`config.mk`:
```
export PLATFORM = sky130hd
export DESIGN_NAME = pc_gen_unit
export DESIGN_NICKNAME = d
export VERILOG_FILES = /design/src/rtl/pc_gen_unit.sv
export SDC_FILE = /design/constraint.sdc
export NUM_CORES = 1
export LEC_CHECK = 0
export ABC_AREA = 1
export CAP_MARGIN = 20
export CORE_ASPECT_RATIO = 0.7
export CORE_MARGIN = 3
export CORE_UTILIZATION = 54
export DETAILED_ROUTE_END_ITERATION = 7
export PLACE_DENSITY = 0.9
export SETUP_SLACK_MARGIN = 0.15
export SYNTH_ARGS = -nofsm -noshare
export SYNTH_HDL_FRONTEND = slang
export SYNTH_SLANG_ARGS = --single-unit
```
`constraint.sdc`:
```
create_clock -name clk -period 5.3 [get_ports clk]
set_clock_uncertainty 0.2 [all_clocks]
set_input_delay 1.59 -clock clk [delete_from_list [all_inputs] [get_ports clk]]
set_output_delay 1.59 -clock clk [all_outputs]
set_load 0.05 [all_outputs]
```
`src/rtl/pc_gen_unit.sv`:
```
// Fetch-PC generator: sequential advance, Execute redirects, stall buffering.
// Optional build macro PCGEN_PERF_CNT_EN enables the redirect counter.
module pc_gen_unit #(
  parameter logic [31:0] RESET_VEC = 32'h0000_0000,
  parameter int          CNT_W     = 16,
  parameter logic [31:0] PC_STEP   = 32'd4
) (
  input  logic             clk,
  input  logic             rst,
  input  logic             stall,
  input  logic             redirect_valid,
  input  logic [1:0]       redirect_sel,
  input  logic [31:0]      pc_e,
  input  logic [31:0]      rs_val,
  input  logic [25:0]      target,
  input  logic [31:0]      ext_imm,
  output logic [31:0]      pc_f,
  output logic             pc_valid,
  output logic             redirect_pending,
  output logic             misalign,
  output logic [CNT_W-1:0] redirect_count
);

  logic [31:0] j_tgt;
  logic [31:0] jr_tgt;
  logic [31:0] br_tgt;
  logic [31:0] live_tgt;
  logic        live_mis;
  logic        live;
  logic [1:0]  unused_imm;

  logic [31:0] pc_q;
  logic        valid_q;
  logic        pend_q;
  logic [31:0] pend_tgt_q;
  logic        pend_mis_q;
  logic        mis_q;

  assign unused_imm = ext_imm[31:30];

  assign j_tgt  = {pc_e[31:28], target, 2'b00};
  assign jr_tgt = {rs_val[31:2], 2'b00};
  // Word offset: the two top immediate bits fall off the shift
  assign br_tgt = pc_e + 32'd4 + {ext_imm[29:0], 2'b00};

  assign live = redirect_valid && (redirect_sel != 2'b00);

  always_comb begin
    live_tgt = br_tgt;
    live_mis = 1'b0;
    case (redirect_sel)
      2'b01:   live_tgt = j_tgt;
      2'b10: begin
        live_tgt = jr_tgt;
        live_mis = |rs_val[1:0];
      end
      default: live_tgt = br_tgt;
    endcase
  end

  always_ff @(posedge clk) begin
    if (rst) begin
      pc_q       <= RESET_VEC;
      valid_q    <= 1'b0;
      pend_q     <= 1'b0;
      pend_tgt_q <= '0;
      pend_mis_q <= 1'b0;
      mis_q      <= 1'b0;
    end else begin
      valid_q <= 1'b1;
      mis_q   <= 1'b0;
      if (stall) begin
        if (live) begin
          pend_q     <= 1'b1;
          pend_tgt_q <= live_tgt;
          pend_mis_q <= live_mis;
        end
      end else if (live) begin
        pc_q   <= live_tgt;
        pend_q <= 1'b0;
        mis_q  <= live_mis;
      end else if (pend_q) begin
        pc_q   <= pend_tgt_q;
        pend_q <= 1'b0;
        mis_q  <= pend_mis_q;
      end else begin
        pc_q <= pc_q + PC_STEP;
      end
    end
  end

`ifdef PCGEN_PERF_CNT_EN
  logic             apply;
  logic [CNT_W-1:0] cnt_q;

  assign apply = !stall && (live || pend_q);

  always_ff @(posedge clk) begin
    if (rst) begin
      cnt_q <= '0;
    end else if (apply && (cnt_q != '1)) begin
      cnt_q <= cnt_q + 1'b1;
    end
  end

  assign redirect_count = cnt_q;
`else
  assign redirect_count = '0;
`endif

  assign pc_f             = pc_q;
  assign pc_valid         = valid_q;
  assign redirect_pending = pend_q;
  assign misalign         = mis_q;

endmodule

```
Yosys cells after proc, flatten, opt, wreduce, memory -nomap -nowiden
Index checks and enable logic that the tools add are counted.
{"block": "word_totals", "inputBits": 128, "out_inout_bits": 51, "word_cells": 25, "reg_bits": 68}
{"block": "op_classes", "n_addsub": 3, "reduce_logical": 6, "n_eq_ne": 2, "muxes": 7, "bitwise": 1}
{"op": "$add A32 B3 Y32 const B", "n": 2}
{"op": "$mux W32", "n": 2}
{"op": "$pmux W32 S2", "n": 1}
{"op": "$add A32 B32 Y32", "n": 1}
{"op": "$reduce_or A2 Y1", "n": 3}
{"op": "$mux W1", "n": 4}
{"op": "$eq A2 B1 Y1 const B", "n": 1}
{"op": "$eq A2 B2 Y1 const B", "n": 1}
{"op": "$reduce_and A2 Y1", "n": 1}
{"op": "$reduce_bool A2 Y1", "n": 1}
{"op": "$logic_and A1 B1 Y1", "n": 1}
{"op": "$not A1 Y1", "n": 1}

Longest topological paths before layout
{"block": "depth", "word_depth": 4, "ltp_mapped": 19, "mapped_depth_nobuf": 19}

Worst setup path after synthesis
No wires, ideal clock.
{"block": "synth_path", "path_type": "input to register", "startpoint": "input pc_e[3]", "endpoint": "register pc_q[9] (netlist: pc_f[9])", "path_slack_ns": 1.535, "path_buffers": 0, "arrival_ns": 3.439, "setup_time_ns": 0.126, "path_stages": 12, "cell_sequence": "ha_1 -> ha_1 -> fa_1 -> nand3_1 -> nand3_2 -> nand2_1 -> nand2_1 -> xor2_1 -> o21ai_0 -> nor2_1 -> o21ai_0 -> o21ai_0"}
{"block": "synth_between", "elab_chain_len": 4}
{"element": "start: declaration", "line": "13", "rtl": "input logic [31:0] pc_e,"}
{"element": "$add A32 B3 Y32", "line": "44", "rtl": "assign br_tgt = pc_e + 32'd4 + {ext_imm[29:0], 2'b00};"}
{"element": "$add A32 B32 Y32", "line": "44"}
{"element": "$pmux W32 S2", "line": "51", "rtl": "case (redirect_sel)"}
{"element": "$mux W32", "line": "78", "rtl": "end else if (live) begin"}
{"element": "end signal: assignment", "line": "79", "rtl": "pc_q <= live_tgt;"}
{"element": "end signal: assignment", "line": "83", "rtl": "pc_q <= pend_tgt_q;"}
{"element": "end signal: assignment", "line": "87", "rtl": "pc_q <= pc_q + PC_STEP;"}
{"element": "end: declaration", "line": "32", "rtl": "logic [31:0] pc_q;"}
Every way passes these cells.
A chain may end at the register's enable or synchronous reset.

Worst setup path after layout
Ends and elaborated chain as after synthesis.

==> summary.txt <==
Global routing
  – Initial antenna violation count: 0
  – GR Util All Layers: 0.340
  – Vias in the first global route: 7337
  – Largest net degree at the start of global routing: 46
  – Gr ovfl total: 0
  – First-pass GRT wire length: 38.3 mm

Worst setup path
  – CP required: 5.32 ns
  – Maximum fanout along the worst path: 5
  – Crit path capture type: flop
  – Reg-to-reg slack, setup: 2.90 ns
  – R2R Path End: pc_f[30]
  – RR Startpoint: pc_f[3]
  – Worst EP arrival: 4.35 ns
  – Crit path kind: input pin to flop
  – Worst reg-to-reg path cell count: 11
  – Crit start category: input pin

Timing
  – Setup TNS Final: 0 ns
  – Slew Limit Fails: 0
  – Top achievable clock speed: 231 MHz
  – Endpoints failing setup: 0
  – Final critical-path share of the clock period: 0.817
  – Rel. slew slack: 0.308
  – Slew @ Worst Pin: 1.04 ns
  – RSZ-0062 raised after global routing: no
  – Final Hold Viols: 0
  – Final worst path period need: 4.33 ns

Yosys
  – Top cells by area, synth: nand2_1 20%, dfxtp_1 20%, ha_1 11%, inv_1 8.5%, o21ai_0 4.3%
  – Synth Cell Area: 6920 um^2
  – Async SR Flop Fraction: 0
  – Synth warn: 0
  – Post-synthesis instance total: 1117
  – Count of cell types in the netlist: 44
  – Post-synth EDFFs: 0
  – Register area share after synthesis: 0.197
  – Synth Flop Type: dfxtp_1
  – Synthesized flop and latch total: 68
  – Post-synth top area cell: nand2_1
  – Post-Syn Area per Cell: 6.20 um^2
  – Top-area cell type share of the netlist area: 0.202

Floorplan
  – Core area: 12100 um^2
  – Cell Rows: 33
  – Top Ports: 179
  – Die height: 101 um
  – Area of the die: 14200 um^2
  – Initial Util: 0.572
  – Die W: 141 um

Placed design
  – Buffers on Ports: 160
  – Post-DP HPWL: 19.2 mm
  – Final Wtd Congestion: 1.01

Clocking
  – Post-cts resize count: 0
  – Root Buffer: clkbuf_16
  – Clock Tree Buf Depth: 2
  – Skew-Pair Late Insertion Delay: 0.35 ns
  – CTS H-tree lvls: 3
  – CTS tree: done
  – Hold_buf cts: 0
  – Clock Pin Slew Worst Setup and Hold Paths: 0.06 ns
  – Num CTS Buffers: 9
  – Post-CTS setup buffer count: 0
  – TritonCTS Sinks: 68

Routing
  – Vias per inst: 5.61
  – Metal2 WL: 9.90 mm
  – Routed WL: 24.5 mm
  – Via count: 7982
  – Pre-antenna DRT Iters: 6
  – Routed length on met1: 10.5 mm
  – # DRC: 0
  – WL met3: 3.76 mm
  – Initial DRC count: 866
  – Post-route ant nets: 0
  – Highest metal used: met4
  – Avg WL per Cell: 17.2 um

Layout
  – Share of layout cells above drive strength 1: 0.0560
  – Commonest non-fill, non-tap cells in the layout: 372 x nand2_1, 160 x clkdlybuf4s50_1, 156 x inv_1
  – ANT cells: 0
  – Area growth syn-to-layout: 28.1%
  – Most common library cell in the layout ignoring fill and taps: nand2_1
  – Nets: 1452

Pwr
  – Leak: 4.34 nW
  – Power per standard cell area: 230 nW/um^2
  – Power Total: 0.00204 W
  – VDD IR max: 0.230 mV

Min path
  – HP Class: flop to flop
  – Hold wc startpoint: pend_mis_q
  – Hold depth: 2
  – Hold endpoint: pend_mis_q

Outcome
  – Status: complete, no violations

Job
  – Max capacitance violation total: 0
==> worst max-delay path, stage by stage <==
cell             delay (ns)
clkdlybuf4s50_1        0.41
ha_1                   0.30
ha_1                   0.25
fa_1                   0.46
nand3_1                0.13
nand3_2                0.14
nand2_1                0.09
nand2_1                0.10
xor2_1                 0.19
o21ai_0                0.37
nor2_1                 0.07
o21ai_0                0.16
o21ai_0                0.09
==> flip-flops by register name, indices dropped and copies added (netlist names) <==
name	count
misalign	1
pend_mis_q	1
pc_valid	1
pend_tgt_q	32
pc_f	32
redirect_pending	1
==> worst max-delay path by stage <==
stage	startpoint	to	slack (ns)	depth (start not counted)
after global placement	pc_e[3]	pc_f[9]	0.75	13
after floorplan	pc_e[3]	pc_f[9]	1.54	12
final	pc_e[3]	pc_f[9]	0.97	13
after detailed placement	pc_e[3]	pc_f[9]	0.70	13
after global routing	pc_e[3]	pc_f[9]	0.74	13
after CTS	pc_e[3]	pc_f[9]	1.05	13
==> per-stage QoR <==
stage          instance area, um^2  instances  setup WS (ns)  utilization  hold slack (ns)
6_report                      8860       1424          0.968        0.733            0.267
4_1_cts                       8860       1424           1.05        0.733            0.269
5_1_grt                       8860       1424          0.739        0.733            0.293
3_3_place_gp                  8560       1408          0.746        0.708            0.249
2_1_floorplan                 6980       1132           1.54            -            0.241
3_5_place_dp                  8560       1408          0.696        0.708            0.260
==> metal layers <==
metal | up-vias | global-route usage
li1 | 3868 | -
met1 | 3541 | 0.495
met2 | 529 | 0.486
met3 | 44 | 0.108
met4 | 0 | 0.0841
met5 | - | 0
==> report_power, final <==
group / internal, W / total [W] / switching, W
Clock: 0.000366 / 0.000618 / 0.000251
Sequential: 0.000545 / 0.000579 / 0.0000341
Combinational: 0.000307 / 0.000841 / 0.000534
==> synthesized netlist by cell type, types with 11 or more instances <==
cell type,number
nand2_1,372
inv_1,156
dfxtp_1,68
nor2_1,64
ha_1,61
o21ai_0,60
a21oi_1,52
nand3_1,50
xor2_1,24
clkbuf_1,21
a22oi_1,18
buf_4,18
a221o_1,13
xnor2_1,12
nand4_1,11
o21bai_1,11
==> area by class of cell <==
class,count,area [um^2]
flip-flops and latches,68,1360
repair buffers,170,1680
well taps,157,196
clock buffers,9,225
multi-input cells,854,4730
inverters,159,597
fillers,1039,3240
clock inverters,7,75.1
==> kinds of logic after synthesis <==
family	after synthesis	share of synthesized area
AOI/OAI and AO/OA	195	0.177
other	1	0.000542
adders and majority gates	62	0.113
and+or+nand+nor	545	0.339
buffers and inverters	210	0.128
xor gates and xnor gates	36	0.0456
DFF	68	0.197
Power figures use the tool's default switching activity.
==> RTL change (config.mk and constraints unchanged) <==
`CNT_W`: 16 -> 18.
--- a/src/rtl/pc_gen_unit.sv
+++ b/src/rtl/pc_gen_unit.sv
@@ -2,7 +2,7 @@
 // Optional build macro PCGEN_PERF_CNT_EN enables the redirect counter.
 module pc_gen_unit #(
   parameter logic [31:0] RESET_VEC = 32'h0000_0000,
-  parameter int          CNT_W     = 16,
+  parameter int          CNT_W     = 18,
   parameter logic [31:0] PC_STEP   = 32'd4
 ) (
   input  logic             clk,
Interface: changed (resized redirect_count); port bits go from 179 to 181. The function was not compared with the original's and may differ.
==> RTL change against the original RTL <==
Total power up 3.6%. Routed wire length up 0.93%. Core utilization up 0.28 points. Combinational power up 1%. Design area up 0.38%. Synthesized area up 0.22%. Sequential cell count unchanged. Via count up 0.26%. Critical path depth down 3. Critical path type unchanged. Final cell count about the same. Setup slack better by 26 ps. Maximum frequency up 0.59%. Global-route usage down 0.069 points.
==> RTL change: results (changes against the original RTL) <==
vias in the first global route=7331 (-0.082%); final WL=24800 um (+0.93%); PortBufs=160 (unchanged); synth unique cells=44 (unchanged); initial drt markers=971 (+12%); Root Buffer Master=clkbuf_16; status=completed; DP HPWL=19500 um (+1.8%); met3 wire length=3530 um (-6.0%); maximum VDD drop=0.196 mV (-15%); pre-CTS setup slack=732 ps (+36.0 ps); vias per cell=5.62 (+0.19%); Net Switching=0.000830 W (+1.3%); met1 usage=0.489 (-0.00636); met3 Use GR=0.113 (+0.00569); initial antenna violation count=2 (+2); largest net degree at the start of global routing=50 (+8.7%); GRT met2 Usage=0.494 (+0.00805); dominant synthesized flop cell=dfxtp_1; GRT Util Overall=0.340 (-0.000687); crit-path max FO=49 (+44); largest stage delay on the critical path=520 ps (+60 ps); first-pass GRT wire length=38200 um (-0.20%); Static Leakage=4.36 nW (+0.61%); slew margin rel.=0.332 (+0.0243); Synth area leaders=nand2_1, dfxtp_1, ha_1; setup bufs post-CTS=0 (unchanged); # placed instances=1409 (+0.071%); CP arrival=4340 ps (about the same); Clock Pin Slew Worst Setup and Hold Paths=60 ps (about the same); cell with the most instances after synthesis=nand2_1; Clk pwr share=0.323 (+0.020); mux contribution to synthesized area=0 (unchanged); share of layout cells above drive strength 1=0.0552 (-0.000833); overall power=0.00211 W (+3.6%); fin nets=1453 (+0.069%); post-synthesis xor/xnor area fraction=0.0455 (-0.0000986); Top Metal Used=met5; slowest stage cell, crit path=clkdlybuf4s50_1; compound-cell area share of the yosys netlist=0.177 (-0.000383); met2 WL=9990 um (+0.91%); Synth Area in Adders=0.113 (-0.000245); Avg Cell Area, Syn=6.20 um2 (about the same); M1 wire length=10800 um (+3.2%); routability cong.=1.02 (+1.1%); wire per inst=17.4 um (+0.86%); deepest clock path buffer count=2 (unchanged); Seq/Total Area, Yosys=0.196 (-0.000426); Seq. pwr=0.000578 W (about the same)
==> RTL change: changes by cell type in the layout (fill, tap and decap cells not counted) <==
cell,delta
clkbuf_8,+1
clkinv_4,+2
conb_1,+2
clkinv_2,-1
buf_4,-1
clkinvlp_4,-3
bufinv_16,+1
==> RTL change: area by class of cell <==
cell class | count | area (um2)
Sequential cell | 68 | 1360
Tap cell | 157 | 196
Clock buffer | 10 | 239
Multi-Input combinational cell | 856 | 4740
Timing Repair Buffer | 169 | 1670
Fill cell | 1059 | 3200
Inverter | 159 | 597
Clock inverter | 6 | 95.1
==> RTL change: final timing paths <==
path         slack, ps  depth (start not counted)              to             from
min reg2reg        270                          2   pend_tgt_q[1]    pend_tgt_q[1]
max reg2reg       2810                         11        pc_f[30]          pc_f[3]
min                270                          2   pend_tgt_q[1]    pend_tgt_q[1]
max                990                         10  pend_tgt_q[25]  redirect_sel[0]
==> RTL change: critical path: cells and delay by family <==
family,cells,cell delay [ps]
simple gates,2,400
buf+inv,6,1870
compound gates,1,260
fa+ha+maj,1,200
